`config.mk`:
```
export PLATFORM = sky130hd
export DESIGN_NAME = sigmoid_unit_flat
export DESIGN_NICKNAME = d
export VERILOG_FILES = /design/src/rtl/sigmoid_unit_if.sv /design/src/rtl/sigmoid_unit.sv /design/src/flat_wrapper.sv
export SDC_FILE = /design/constraint.sdc
export NUM_CORES = 1
export LEC_CHECK = 0
export CAP_MARGIN = 15
export CORE_UTILIZATION = 48
export CTS_CLUSTER_DIAMETER = 60
export DETAILED_ROUTE_END_ITERATION = 8
export GPL_TIMING_DRIVEN = 0
export PLACE_DENSITY = 0.66
export SLEW_MARGIN = 25
export SYNTH_ARGS = -nofsm -noshare
export SYNTH_HDL_FRONTEND = slang
export SYNTH_SLANG_ARGS = --single-unit
```
`constraint.sdc`:
```
create_clock -name clk -period 3.5 [get_ports clk]
set_input_delay 0.875 -clock clk [delete_from_list [all_inputs] [get_ports clk]]
set_output_delay 0.875 -clock clk [all_outputs]
set_load 0.05 [all_outputs]
```
`src/rtl/sigmoid_unit_if.sv`:
```
// sigmoid_unit_if
// Bundles the two streaming handshakes of the sigmoid stage.
//   in_valid/in_ready/in_x          : Q8.8 signed pre-activation stream into the unit
//   out_valid/out_ready/out_y/out_sat: Q0.8 activation stream out of the unit
// Handshake rule for both streams: a transfer happens on a rising clk edge
// where valid and ready are both high; a producer holding valid high keeps its
// data unchanged until that transfer, and ready may depend combinationally on
// the consumer side but never on the same stream's valid.
// master = the neighbour driving samples in and taking results out;
// slave  = the sigmoid unit itself.
interface sigmoid_unit_if;
   logic        in_valid;
   logic        in_ready;
   logic [15:0] in_x;
   logic        out_valid;
   logic        out_ready;
   logic [7:0]  out_y;
   logic        out_sat;

   modport master (
      output in_valid, in_x, out_ready,
      input  in_ready, out_valid, out_y, out_sat
   );

   modport slave (
      input  in_valid, in_x, out_ready,
      output in_ready, out_valid, out_y, out_sat
   );
endinterface

```
`src/rtl/sigmoid_unit.sv`:
```
// sigmoid_unit
// Full-range sigmoid built on the half-range LUT rom (x >= 0, 0.1 grid, 0..6.0).
// Three pipeline stages with full backpressure, one sample per cycle:
//   S1 quantizes |x| to the LUT grid index k (0..60) and flags |x| >= 6.0,
//   S2 turns k into the rom address round(k*25.6),
//   S3 reads the rom and mirrors the result for negative inputs (1 - sigma).
// Ports:
//   clk  - system clock, rising edge
//   rst  - asynchronous, active-high reset; empties the pipe
//   bus  - sigmoid_unit_if.slave: in_valid/in_ready/in_x, out_valid/out_ready/out_y/out_sat
module sigmoid_unit (
   input  logic           clk,
   input  logic           rst,
   sigmoid_unit_if.slave  bus
);

   // Stage valid bits and advance terms: a stage moves when it is empty or
   // the stage after it moves, so a full pipe can accept and emit on one edge.
   logic v1, v2, v3;
   logic adv1, adv2, adv3;

   assign adv3 = !v3 || bus.out_ready;
   assign adv2 = !v2 || adv3;
   assign adv1 = !v1 || adv2;

   // S1 quantize (combinational part)
   logic [16:0] mag;
   logic [20:0] mag10;
   logic [12:0] kraw;
   logic [5:0]  k_n;
   logic        sat_n;

   // 17 bits so that 0x8000 yields 32768 without wrapping.
   assign mag   = bus.in_x[15] ? (17'h10000 - {1'b0, bus.in_x}) : {1'b0, bus.in_x};
   assign mag10 = ({4'b0, mag} << 3) + ({4'b0, mag} << 1);
   // +128 before the shift rounds to the nearest grid index, ties upward.
   assign kraw  = 13'((mag10 + 21'd128) >> 8);
   assign k_n   = (kraw > 13'd60) ? 6'd60 : kraw[5:0];
   assign sat_n = (mag >= 17'h00600);

   logic       s1_sign, s1_sat;
   logic [5:0] s1_k;

   // S2 address: k*6554/256 rounded equals round(k*25.6) for all k in 0..60,
   // so only the rom's own case addresses are ever produced.
   logic [18:0] kx;
   logic [18:0] prod;
   logic [15:0] addr_n;

   assign kx     = {13'b0, s1_k};
   assign prod   = (kx << 12) + (kx << 11) + (kx << 8) + (kx << 7)
                 + (kx << 4) + (kx << 3) + (kx << 1);
   assign addr_n = 16'((prod + 19'd128) >> 8);

   logic        s2_sign, s2_sat;
   logic [15:0] s2_addr;

   // S3 lookup and symmetry
   logic [15:0] rom_data;
   logic [7:0]  unused_rom_hi;
   logic [7:0]  d;
   logic [7:0]  y_n;

   rom u_rom (
      .addr (s2_addr),
      .data (rom_data)
   );

   assign unused_rom_hi = rom_data[15:8];
   assign d             = rom_data[7:0];
   // sigma(-x) = 1 - sigma(x); d is never below 0x80 so this stays in 0x01..0x80.
   assign y_n           = s2_sign ? 8'(9'd256 - {1'b0, d}) : d;

   logic [7:0] y_q;
   logic       sat_q;

   always_ff @(posedge clk or posedge rst) begin
      if (rst) begin
         v1      <= 1'b0;
         s1_sign <= 1'b0;
         s1_k    <= '0;
         s1_sat  <= 1'b0;
         v2      <= 1'b0;
         s2_sign <= 1'b0;
         s2_addr <= '0;
         s2_sat  <= 1'b0;
         v3      <= 1'b0;
         y_q     <= '0;
         sat_q   <= 1'b0;
      end else begin
         if (adv1) begin
            v1 <= bus.in_valid;
            if (bus.in_valid) begin
               s1_sign <= bus.in_x[15];
               s1_k    <= k_n;
               s1_sat  <= sat_n;
            end
         end
         if (adv2) begin
            v2 <= v1;
            if (v1) begin
               s2_sign <= s1_sign;
               s2_addr <= addr_n;
               s2_sat  <= s1_sat;
            end
         end
         if (adv3) begin
            v3 <= v2;
            if (v2) begin
               y_q   <= y_n;
               sat_q <= s2_sat;
            end
         end
      end
   end

   assign bus.in_ready  = adv1;
   assign bus.out_valid = v3;
   assign bus.out_y     = y_q;
   assign bus.out_sat   = sat_q;

endmodule

// rom
// Half-range sigmoid table: address is x in Q8.8 on the 0.1 grid
// (round(k*25.6), k = 0..60), data[7:0] = round(256*sigma(x)) capped at 0xFF.
//   addr - 16-bit grid address
//   data - 16-bit word; upper byte reserved (zero)
module rom (
   input  logic [15:0] addr,
   output logic [15:0] data
);
   always_comb begin
      data = 16'h0000;
      case (addr)
         16'd0:    data = 16'h0080;
         16'd26:   data = 16'h0086;
         16'd51:   data = 16'h008D;
         16'd77:   data = 16'h0093;
         16'd102:  data = 16'h0099;
         16'd128:  data = 16'h009F;
         16'd154:  data = 16'h00A5;
         16'd179:  data = 16'h00AB;
         16'd205:  data = 16'h00B1;
         16'd230:  data = 16'h00B6;
         16'd256:  data = 16'h00BB;
         16'd282:  data = 16'h00C0;
         16'd307:  data = 16'h00C5;
         16'd333:  data = 16'h00C9;
         16'd358:  data = 16'h00CD;
         16'd384:  data = 16'h00D1;
         16'd410:  data = 16'h00D5;
         16'd435:  data = 16'h00D8;
         16'd461:  data = 16'h00DC;
         16'd486:  data = 16'h00DF;
         16'd512:  data = 16'h00E1;
         16'd538:  data = 16'h00E4;
         16'd563:  data = 16'h00E6;
         16'd589:  data = 16'h00E9;
         16'd614:  data = 16'h00EB;
         16'd640:  data = 16'h00ED;
         16'd666:  data = 16'h00EE;
         16'd691:  data = 16'h00F0;
         16'd717:  data = 16'h00F1;
         16'd742:  data = 16'h00F3;
         16'd768:  data = 16'h00F4;
         16'd794:  data = 16'h00F5;
         16'd819:  data = 16'h00F6;
         16'd845:  data = 16'h00F7;
         16'd870:  data = 16'h00F8;
         16'd896:  data = 16'h00F8;
         16'd922:  data = 16'h00F9;
         16'd947:  data = 16'h00FA;
         16'd973:  data = 16'h00FA;
         16'd998:  data = 16'h00FB;
         16'd1024: data = 16'h00FB;
         16'd1050: data = 16'h00FC;
         16'd1075: data = 16'h00FC;
         16'd1101: data = 16'h00FD;
         16'd1126: data = 16'h00FD;
         16'd1152: data = 16'h00FD;
         16'd1178: data = 16'h00FD;
         16'd1203: data = 16'h00FE;
         16'd1229: data = 16'h00FE;
         16'd1254: data = 16'h00FE;
         16'd1280: data = 16'h00FE;
         16'd1306: data = 16'h00FE;
         16'd1331: data = 16'h00FF;
         16'd1357: data = 16'h00FF;
         16'd1382: data = 16'h00FF;
         16'd1408: data = 16'h00FF;
         16'd1434: data = 16'h00FF;
         16'd1459: data = 16'h00FF;
         16'd1485: data = 16'h00FF;
         16'd1510: data = 16'h00FF;
         16'd1536: data = 16'h00FF;
         default:  data = 16'h0000;
      endcase
   end
endmodule
```
`src/flat_wrapper.sv`:
```
// flat-port wrapper written by rule: the top's interface ports become plain ports
module sigmoid_unit_flat 
  (clk, rst, bus_in_valid, bus_in_x, bus_out_ready, bus_in_ready, bus_out_valid, bus_out_y, bus_out_sat);
  sigmoid_unit_if bus_i ();
  input  logic clk;
  input  logic rst;
  input wire logic [$bits(bus_i.in_valid)-1:0] bus_in_valid;
  input wire logic [$bits(bus_i.in_x)-1:0] bus_in_x;
  input wire logic [$bits(bus_i.out_ready)-1:0] bus_out_ready;
  output wire logic [$bits(bus_i.in_ready)-1:0] bus_in_ready;
  output wire logic [$bits(bus_i.out_valid)-1:0] bus_out_valid;
  output wire logic [$bits(bus_i.out_y)-1:0] bus_out_y;
  output wire logic [$bits(bus_i.out_sat)-1:0] bus_out_sat;
  assign bus_i.in_valid = bus_in_valid;
  assign bus_i.in_x = bus_in_x;
  assign bus_i.out_ready = bus_out_ready;
  assign bus_in_ready = bus_i.in_ready;
  assign bus_out_valid = bus_i.out_valid;
  assign bus_out_y = bus_i.out_y;
  assign bus_out_sat = bus_i.out_sat;
  sigmoid_unit u_core (.clk(clk), .rst(rst), .bus(bus_i));
endmodule
```
==> results of run 1 <==
## through the flow
stage	hold WS [ns]	setup TNS, ns
floorplan	0.4331	-5.527
finish	0.4767	-4.704
global placement	0.4558	-10.23
global route	0.5084	-5.517
CTS	0.4845	-4.874
detailed placement	0.4653	-10.50
## cells in the mapped netlist (4+ instances only)
library cell   n  share of area
o31ai_1        5         0.0086
mux2_2         6          0.015
a31oi_1        6         0.0086
nor3b_1        4         0.0069
a21oi_1       25          0.029
or3_1          6         0.0086
and3_1         7          0.010
o21ai_0       32          0.037
a211oi_1       6          0.010
nor3_1        18          0.021
nand2_1       67          0.057
a21o_1         9          0.015
clkbuf_1      17          0.015
nor2b_1       18          0.026
dfrtp_1       33           0.19
mux2i_1        4         0.0091
xnor2_1       23          0.046
o21ai_1        6         0.0069
nand3_1       24          0.027
nor2_1        34          0.029
nand2b_1       5         0.0071
fa_1           9          0.041
nand4_1       11          0.016
inv_1         16          0.014
ha_1          45           0.13
xor2_1        18          0.036
o211ai_1       5         0.0086
a211o_1        4         0.0080
## worst min-delay path, cell delays in order, from the launching register on
cell and delay (ns):
dfrtp_1 0.35, nand2_1 0.05, nand2_1 0.05
## flip-flops by register name, summed over array words and instances, names as in the netlist
register              flops
u_core.s1_sign            1
u_core.s1_k               6
u_core.bus.out_valid      1
u_core.s2_addr           11
u_core.s1_sat             1
u_core.s2_sign            1
u_core.s2_sat             1
u_core.bus.out_y          8
u_core.bus.out_sat        1
u_core.v2                 1
u_core.v1                 1
## worst paths after layout
path / to / slack (ns) / cells past startpoint
worst max-delay path: u_core.s1_k[3] / -0.79 / 16
worst min-delay path: u_core.bus.out_y[2] / 0.48 / 2
worst max register to register: u_core.s2_addr[10] / 0.18 / 10
worst min register to register: u_core.bus.out_y[2] / 0.48 / 2
max in group asynchronous: u_core.s1_k[5] / 2.00 / 2
min in group asynchronous: u_core.s2_addr[7] / 1.02 / 2
## cell type report
cell class | instances | area [µm²] | share of cell area
plain buffers | 24 | 126.4 | 0.02460
clock buffers | 5 | 68.82 | 0.01340
clock inverters | 3 | 17.52 | 0.003410
inverters | 17 | 63.81 | 0.01242
multi-input cells | 474 | 3585 | 0.6979
flip-flops and latches | 33 | 828.3 | 0.1613
well taps | 108 | 135.1 | 0.02631
repair buffers | 36 | 311.5 | 0.06066
## power by group
group	switching (mW)	internal, mW
logic	1.33	0.923
registers	0.132	0.494
clock network	0.156	0.137
total	1.62	1.55
## layer usage
metal | wire length [µm] | global-route usage | up-vias
li1 | - | - | 2097
met3 | 660 | 0.03885 | 18
met1 | 5275 | 0.3454 | 2022
met2 | 4804 | 0.3497 | 134
met5 | 0 | 0 | -
met4 | 175 | 0.05656 | 0
## cell families after synthesis
kind of cell    share of synthesized area
buf+inv                           0.04197
flops                              0.1885
compound gates                     0.2276
mux                               0.02456
simple gates                       0.2650
fa+ha+maj                          0.1696
xor+xnor                          0.08195
other cells                     0.0008558
## repair_timing
action | CTS | global route
endpoints found under the setup margin | 7 | 11
hold endpoints to repair | 0 | 0
resized for setup | 29 | 12
pin swaps | 24 | 14
setup buffers | 11 | 2
==> run summary, run 1 <==
Outcome -> finished, violations left
Violated checks -> setup timing
Detail Placement HPWL -> 8435 µm
Die area -> 0.009515 mm²
Most frequent cells in the layout -> 66 x nand2_1, 40 x ha_1, 33 x nor2_1, 31 x o21ai_0, 31 x dfrtp_1
Top FF cell, synth -> dfrtp_1
Final Max Tran Viols -> 0
Vias/cell -> 6.101
H-tree depth -> 2
Die outline width -> 97.55 µm
Setup-failing EPs final -> 6
Drt drc -> 0
Global route total overflow -> 0
Clock buffer count from CTS -> 5
FF+latch count, synth -> 33
Crit-path cells -> buf_12, or3_4, or3_4, or3_4, nand2_4, xnor2_2, ha_1, ha_4, inv_2, o221a_4, a21oi_4, a41oi_4, a21oi_4, mux2i_1, and3_4, a32oi_1
Post-synth EDFFs -> 0
Syn avg cell area -> 7.996 µm²
Largest delay contributor family on the critical path -> simple AND/OR/NAND/NOR gates
Synthesized cell area -> 0.004382 mm²
Post-layout instance area -> 0.005136 mm²
P&R area growth vs syn -> 17.22%
Clock Skew -> 0.006345 ns
CTS tree -> done
Syn Inst Count -> 548
Reg-to-reg critical path startpoint -> u_core.s1_k[4]
Io pins -> 31
Post-Place Setup Slack -> -1.746 ns
First-pass GRT wire length -> 18460 µm
Commonest non-fill, non-tap cell in the layout -> nand2_1
Pwr Total -> 3.174 mW
Row count -> 34
Worst hold path startpoint -> u_core.bus.out_y[2]
Clock latency at the later pin of the worst-skew pair -> 0.30 ns
VDD IR max -> 0.3747 mV
GRT Total Usage -> 0.2326
Clk buf depth -> 2
Clk slew on worst S/H paths -> 0.08 ns
Max transition margin -> 0.5363
Hold WC Path Type -> reg -> reg
CP required -> 3.66 ns
Synth cell types -> 78
Syn. warnings -> 0
Final Hold Fails -> 0
Detail Route Antenna Nets -> 0
Worst Setup Slack, final -> -0.7946 ns
Layout Utilization -> 0.5861
Final Cycle Share -> 1.227
Total Wirelength -> 10920 µm
Root Buffer -> clkbuf_8
Post-route minimum period -> 4.295 ns
Routed wire per std cell -> 15.59 µm
Worst Setup SP -> bus_in_x[2]
Maximum fanout along the worst path -> 6
Fmax -> 232.8 MHz
Clock sinks -> 33
Layout cells sized above 1 -> 0.1486
Gp weighted congestion -> 0.9457
CP max stage delay -> 0.41 ns
Setup crit end kind -> flop
Iteration-0 DRC Markers -> 260
Lkg Pwr -> 2.144 nW
Starting Density -> 0.5000
Worst slew pin tran -> 0.6945 ns
Antenna diode count -> 0
Crit-path most repeated cell -> or3_4
Slowest cell on the critical path -> or3_4
Vias in the first global route -> 3950
RSZ-0062 raised after global routing -> yes
Post-synth ARST share -> 1.000
Max cap viols -> 0
I/O Buffers -> 23
Crit path kind -> in -> reg
Final-layout fill cell count -> 838
Pwr dens -> 618.0 mW/mm²
Placed Area -> 0.004842 mm²
Worst Path Arrival -> 4.46 ns
Drt first pass iters -> 5
Core Area -> 0.008763 mm²
Die Y-Extent -> 97.55 µm
Critical path buffers and inverters -> 2
Final std cells w/o fill -> 700
Largest net degree at the start of global routing -> 34
Placed Cells -> 680
Register area share after synthesis -> 0.1885
Startpoint types -> input port
# hold bufs at CTS -> 0
Initial antenna violation count -> 0
Final Net Count -> 665
Routed vias -> 4271
Note: power is estimated with default switching activity, not from simulation.
==> run 2: changes to the inputs <==
--- a/config.mk
+++ b/config.mk
@@ -9,7 +9,6 @@
 export CORE_UTILIZATION = 48
 export CTS_CLUSTER_DIAMETER = 60
 export DETAILED_ROUTE_END_ITERATION = 8
-export GPL_TIMING_DRIVEN = 0
 export PLACE_DENSITY = 0.66
 export SLEW_MARGIN = 25
 export SYNTH_ARGS = -nofsm -noshare
==> constraint.sdc (replaced) <==
create_clock -name clk -period 3.5 [get_ports clk]
set_input_delay 0.7 -clock clk [delete_from_list [all_inputs] [get_ports clk]]
set_output_delay 0.7 -clock clk [all_outputs]
set_load 0.05 [all_outputs]
==> run 2 against run 1 <==
Effect of this change: the run still ends with setup timing left; count of clock-buffer cells in the layout increased by 1; non-clock buffer count increased by 47; total power is 3.6% higher; largest cell class unchanged.
==> run summary, run 2 (synthesized netlist as in run 1, its figures left out) <==
H-tree depth -> 2
Setup-failing EPs final -> 6
Clock sinks -> 33
Largest register FFs -> 11
Max transition margin -> 0.5883
Worst slew pin tran -> 0.6160 ns
Global route total overflow -> 0
I/O Buffers -> 30
Routed wl met3 -> 669 µm
Hold WC Path Type -> reg -> reg
Vias in the first global route -> 4269
Antenna diode count -> 0
Gp weighted congestion -> 0.9911
Lkg Pwr -> 2.463 nW
Top layer in use -> met4
Most frequent cells in the layout -> 76 x buf_4, 63 x nand2_1, 41 x ha_1, 33 x nor2_1, 33 x dfrtp_1
VDD IR max -> 0.3979 mV
Final std cells w/o fill -> 747
Detail Placement HPWL -> 9171 µm
Final Cycle Share -> 1.113
Routed vias -> 4399
Detail Route Antenna Nets -> 0
Initial antenna violation count -> 0
Iteration-0 DRC Markers -> 156
Clk buf depth -> 2
Die outline width -> 97.55 µm
Startpoint types -> input port
Maximum fanout along the worst path -> 6
Commonest non-fill, non-tap cell in the layout -> buf_4
Worst Path Arrival -> 4.05 ns
Fmax -> 256.7 MHz
Clock Skew -> 0.01111 ns
CTS tree -> done
Drt drc -> 0
Crit path kind -> in -> reg
Final Max Tran Viols -> 0
Final Net Count -> 712
Die area -> 0.009515 mm²
Sequential Area -> 825.8 µm²
# hold bufs at CTS -> 0
RSZ-0062 raised after global routing -> yes
Clock latency at the later pin of the worst-skew pair -> 0.29 ns
Largest net degree at the start of global routing -> 34
Layout cells sized above 1 -> 0.2441
Row count -> 34
Max cap viols -> 0
Worst Setup Slack, final -> -0.3958 ns
Starting Density -> 0.5000
Pwr dens -> 583.1 mW/mm²
Post-route minimum period -> 3.896 ns
Die Y-Extent -> 97.55 µm
Layout Utilization -> 0.6435
Io pins -> 31
Outcome -> finished, violations left
Worst Setup SP -> bus_in_x[2]
GRT Total Usage -> 0.2479
Core Area -> 0.008763 mm²
Total Wirelength -> 11540 µm
Met2 routed WL -> 5600 µm
Clock buffer count from CTS -> 5
Reg-to-reg critical path startpoint -> u_core.s1_k[1]
Drt first pass iters -> 4
CP required -> 3.65 ns
R2R setup slack -> 0.08 ns
Setup crit end kind -> flop
P&R area growth vs syn -> 28.70%
Setup tns final -> -2.292 ns
Hold slack -> 0.4722 ns
Most flops, register -> u_core.s2_addr
Routed wire per std cell -> 15.44 µm
Area of the multi-input gates -> 0.003654 mm²
Final-layout fill cell count -> 745
Routed length on met1 -> 5120 µm
Placed Cells -> 736
Clk slew on worst S/H paths -> 0.08 ns
Violated checks -> setup timing
First-pass GRT wire length -> 19710 µm
Final Hold Fails -> 0
Worst hold path startpoint -> u_core.s2_sat
Vias/cell -> 5.889
Root Buffer -> clkbuf_8
==> run 2: report_power, final <==
part	internal (mW)	switching (mW)
combinational	1.02	1.31
sequential	0.493	0.182
clock	0.138	0.143
==> run 2: path summary, 6_finish.rpt <==
path / to / cells past startpoint
worst max-delay path: u_core.s1_k[3] / 16
worst max register to register: u_core.s2_addr[10] / 10
min in group asynchronous: u_core.s1_k[5] / 3
worst min register to register: u_core.bus.out_sat / 2
max in group asynchronous: u_core.bus.out_y[2] / 3
worst min-delay path: u_core.bus.out_sat / 2
==> run 2: cell type report <==
class / instances / share of cell area
clock buffer: 6 / 0.01287
inverter: 17 / 0.01132
tap: 108 / 0.02396
timing repair buffer: 107 / 0.1558
clock inverter: 2 / 0.001775
multi-input combinational: 474 / 0.6479
sequential: 33 / 0.1464
==> run 2: routing by layer <==
layer / vias to the layer above / track usage
met2: 127 / 0.4099
met3: 17 / 0.03525
li1: 2196 / -
met5: - / 0
met1: 2059 / 0.3411
met4: 0 / 0.05882
==> run 2: worst max-delay path, stage by stage <==
cell,delay (ns)
buf_6,0.09
or3_4,0.37
or3_4,0.33
or3_4,0.37
nand2_4,0.08
xnor2_2,0.11
ha_1,0.28
ha_4,0.29
nand3_1,0.09
o221a_4,0.25
a21oi_4,0.19
a41oi_4,0.16
a21oi_2,0.20
mux2i_1,0.20
and3_4,0.24
a32oi_1,0.10
==> run 2: through the flow <==
step                      cell area (µm²)  worst slack (ns)  power (mW)
after floorplan                      4477           -0.7609       2.286
after global placement               5343            -1.215       2.884
after detailed placement             5343            -1.316       2.914
after CTS                            5533           -0.5137       3.233
after global routing                 5639           -0.5310       3.572
final                                5639           -0.3958       3.288
==> run 2: timing repair <==
action,in CTS,in global routing
resized for setup,42,17
setup buffers,2,2
pin swaps,37,16
setup endpoints to repair,6,11
==> run 3: changes to the inputs <==
--- a/config.mk
+++ b/config.mk
@@ -9,7 +9,7 @@
 export CORE_UTILIZATION = 48
 export CTS_CLUSTER_DIAMETER = 60
 export DETAILED_ROUTE_END_ITERATION = 8
-export PLACE_DENSITY = 0.66
+export PLACE_DENSITY = 0.69
 export SLEW_MARGIN = 25
 export SYNTH_ARGS = -nofsm -noshare
 export SYNTH_HDL_FRONTEND = slang
==> constraint.sdc (replaced) <==
create_clock -name clk -period 3.48 [get_ports clk]
set_input_delay 0.696 -clock clk [delete_from_list [all_inputs] [get_ports clk]]
set_output_delay 0.696 -clock clk [all_outputs]
set_load 0.05 [all_outputs]
==> run 3 against run 2 <==
Effect of this change: the flow still finishes with violations (setup timing); critical path depth unchanged; final cell count up 1.2%; global-route usage up 0.63 points; setup slack worse by 0.13 ns; first-iteration DRC count up 54%; worst hold slack about the same; clock skew about the same; sequential share of layout area down 0.087 points; routed wire length up 3.8%; total power up 2.4%; non-clock buffer count up 9; critical path type unchanged.
==> run summary, run 3 (synthesized netlist as in run 1, its figures left out) <==
Met2 usage -> 0.4266
Violated checks -> setup timing
Largest net degree at the start of global routing -> 34
Grt peak-use layer -> met2
Setup tns final -> -3.032 ns
Post-route minimum period -> 4.006 ns
Drt first pass iters -> 4
Crit path kind -> in -> reg
Commonest non-fill, non-tap cell in the layout -> buf_4
Worst reg-to-reg path cell count -> 10
Root Buffer -> clkbuf_8
Routed wire per std cell -> 15.84 µm
First-pass GRT wire length -> 20100 µm
Pwr dens -> 593.4 mW/mm²
# hold bufs at CTS -> 0
GRT met3 Usage -> 0.03597
Row count -> 34
Post-layout instance area -> 0.005673 mm²
Final Hold Fails -> 0
GRT Total Usage -> 0.2542
Iteration-0 DRC Markers -> 240
Die area -> 0.009515 mm²
CTS tree -> done
CP required -> 3.70 ns
Io pins -> 31
Core Area -> 0.008763 mm²
H-tree depth -> 2
Final Net Count -> 721
Post-Place Setup Slack -> -1.348 ns
Clock Skew -> 0.01110 ns
Most frequent cells in the layout -> 85 x buf_4, 65 x nand2_1, 41 x ha_1, 33 x nor2_1, 33 x dfrtp_1
Final Cycle Share -> 1.151
Largest register FFs -> 11
Clk slew on worst S/H paths -> 0.07 ns
Gp weighted congestion -> 0.9344
Global route total overflow -> 0
I/O Buffers -> 30
Die outline width -> 97.55 µm
Clk buf depth -> 2
Maximum fanout along the worst path -> 6
Final Max Tran Viols -> 0
Die Y-Extent -> 97.55 µm
Fmax -> 249.6 MHz
Initial antenna violation count -> 0
Worst Hold Path Cells -> 2
Starting Density -> 0.5000
Final std cells w/o fill -> 756
Most flops, register -> u_core.s2_addr
Total Wirelength -> 11980 µm
Final-layout fill cell count -> 765
Worst slew pin tran -> 0.5684 ns
Hold WC Path Type -> reg -> reg
Startpoint types -> input port
Routed vias -> 4467
Hold endpoint -> u_core.bus.out_y[2]
R2R setup slack -> 0.09 ns
Setup crit end kind -> flop
Worst Setup Slack, final -> -0.5261 ns
Clock sinks -> 33
P&R area growth vs syn -> 29.47%
Drt drc -> 0
VDD IR max -> 0.3491 mV
Worst Path Arrival -> 4.22 ns
Detail Placement HPWL -> 9331 µm
Vias/cell -> 5.909
Antenna diode count -> 0
Max cap viols -> 0
Layout cells sized above 1 -> 0.2485
Lkg Pwr -> 2.491 nW
Max transition margin -> 0.6203
Detail Route Antenna Nets -> 0
Reg-to-reg critical path startpoint -> u_core.s1_k[1]
Worst hold path startpoint -> u_core.bus.out_y[2]
Outcome -> finished, violations left
Clock buffer count from CTS -> 5
Placed Cells -> 739
Setup-failing EPs final -> 6
Vias in the first global route -> 4405
Clock latency at the later pin of the worst-skew pair -> 0.29 ns
RSZ-0062 raised after global routing -> yes
Met1 Usage GRT -> 0.3318
Reg-to-reg endpoint -> u_core.s2_addr[10]
Placed Area -> 0.005365 mm²
[run 3: cell count changes in the layout (fill, tap and decap cells not counted), sizes merged]
cell,before,now
buf,80,90
clkbuf,6,5
clkdlybuf4s15,2,1
clkinvlp,0,1
[run 3: metal layers]
layer,wire (µm),part of all wire
met1,5347,0.45
met2,5786,0.48
met3,567,0.047
met4,276,0.023
met5,0,0
[run 3: worst max path at each step]
| stage | from | end | slack (ns) | cells past startpoint |
|---|---|---|---|---|
| 2_1_floorplan | bus_in_x[2] | u_core.s1_k[1] | -0.78 | 17 |
| 6_report | bus_in_x[2] | u_core.s1_k[1] | -0.53 | 16 |
| 3_3_place_gp | bus_in_x[0] | u_core.s1_k[4] | -1.22 | 16 |
| 5_1_grt | bus_in_x[2] | u_core.s1_k[1] | -0.63 | 18 |
| 3_5_place_dp | bus_in_x[0] | u_core.s1_k[3] | -1.35 | 16 |
| 4_1_cts | bus_in_x[2] | u_core.s1_k[1] | -0.54 | 19 |
[run 3: area by class of cell]
type | count | area [µm²] | area share
Timing Repair Buffer | 116 | 939.7 | 0.1656
Tap cell | 108 | 135.1 | 0.02382
Sequential cell | 33 | 825.8 | 0.1456
Clock inverter | 3 | 17.52 | 0.003088
Multi-Input combinational cell | 474 | 3622 | 0.6385
Inverter | 17 | 63.81 | 0.01125
Clock buffer | 5 | 68.82 | 0.01213
[run 3: where the power goes]
group / internal [mW] / total (mW) / switching [mW]
Combinational: 1.06 / 2.42 / 1.37
Clock: 0.138 / 0.289 / 0.151
Sequential: 0.496 / 0.653 / 0.156
[run 3: metrics by stage]
stage | utilization | hold WS, ns | power, mW
2_1_floorplan | - | 0.4331 | 2.299
3_5_place_dp | 0.6122 | 0.4606 | 2.961
3_3_place_gp | 0.6122 | 0.4451 | 2.913
6_report | 0.6473 | 0.4727 | 3.366
5_1_grt | 0.6473 | 0.5069 | 3.647
4_1_cts | 0.6408 | 0.4781 | 3.314
[run 3: critical path, stage by stage]
cell	delay (ns)
buf_6	0.09
or3_4	0.37
or3_4	0.34
or3_4	0.37
nand2_4	0.08
xnor2_2	0.12
ha_1	0.28
ha_4	0.29
inv_2	0.05
o221a_4	0.29
a21oi_4	0.22
a41oi_4	0.16
a21oi_2	0.24
mux2i_1	0.20
and3_4	0.24
a32o_1	0.18
[run 3: repair_timing]
action | CTS | global route
setup endpoints to repair | 6 | 8
pin swaps | 34 | 23
gates resized for setup | 43 | 11
setup buffers | 8 | 2
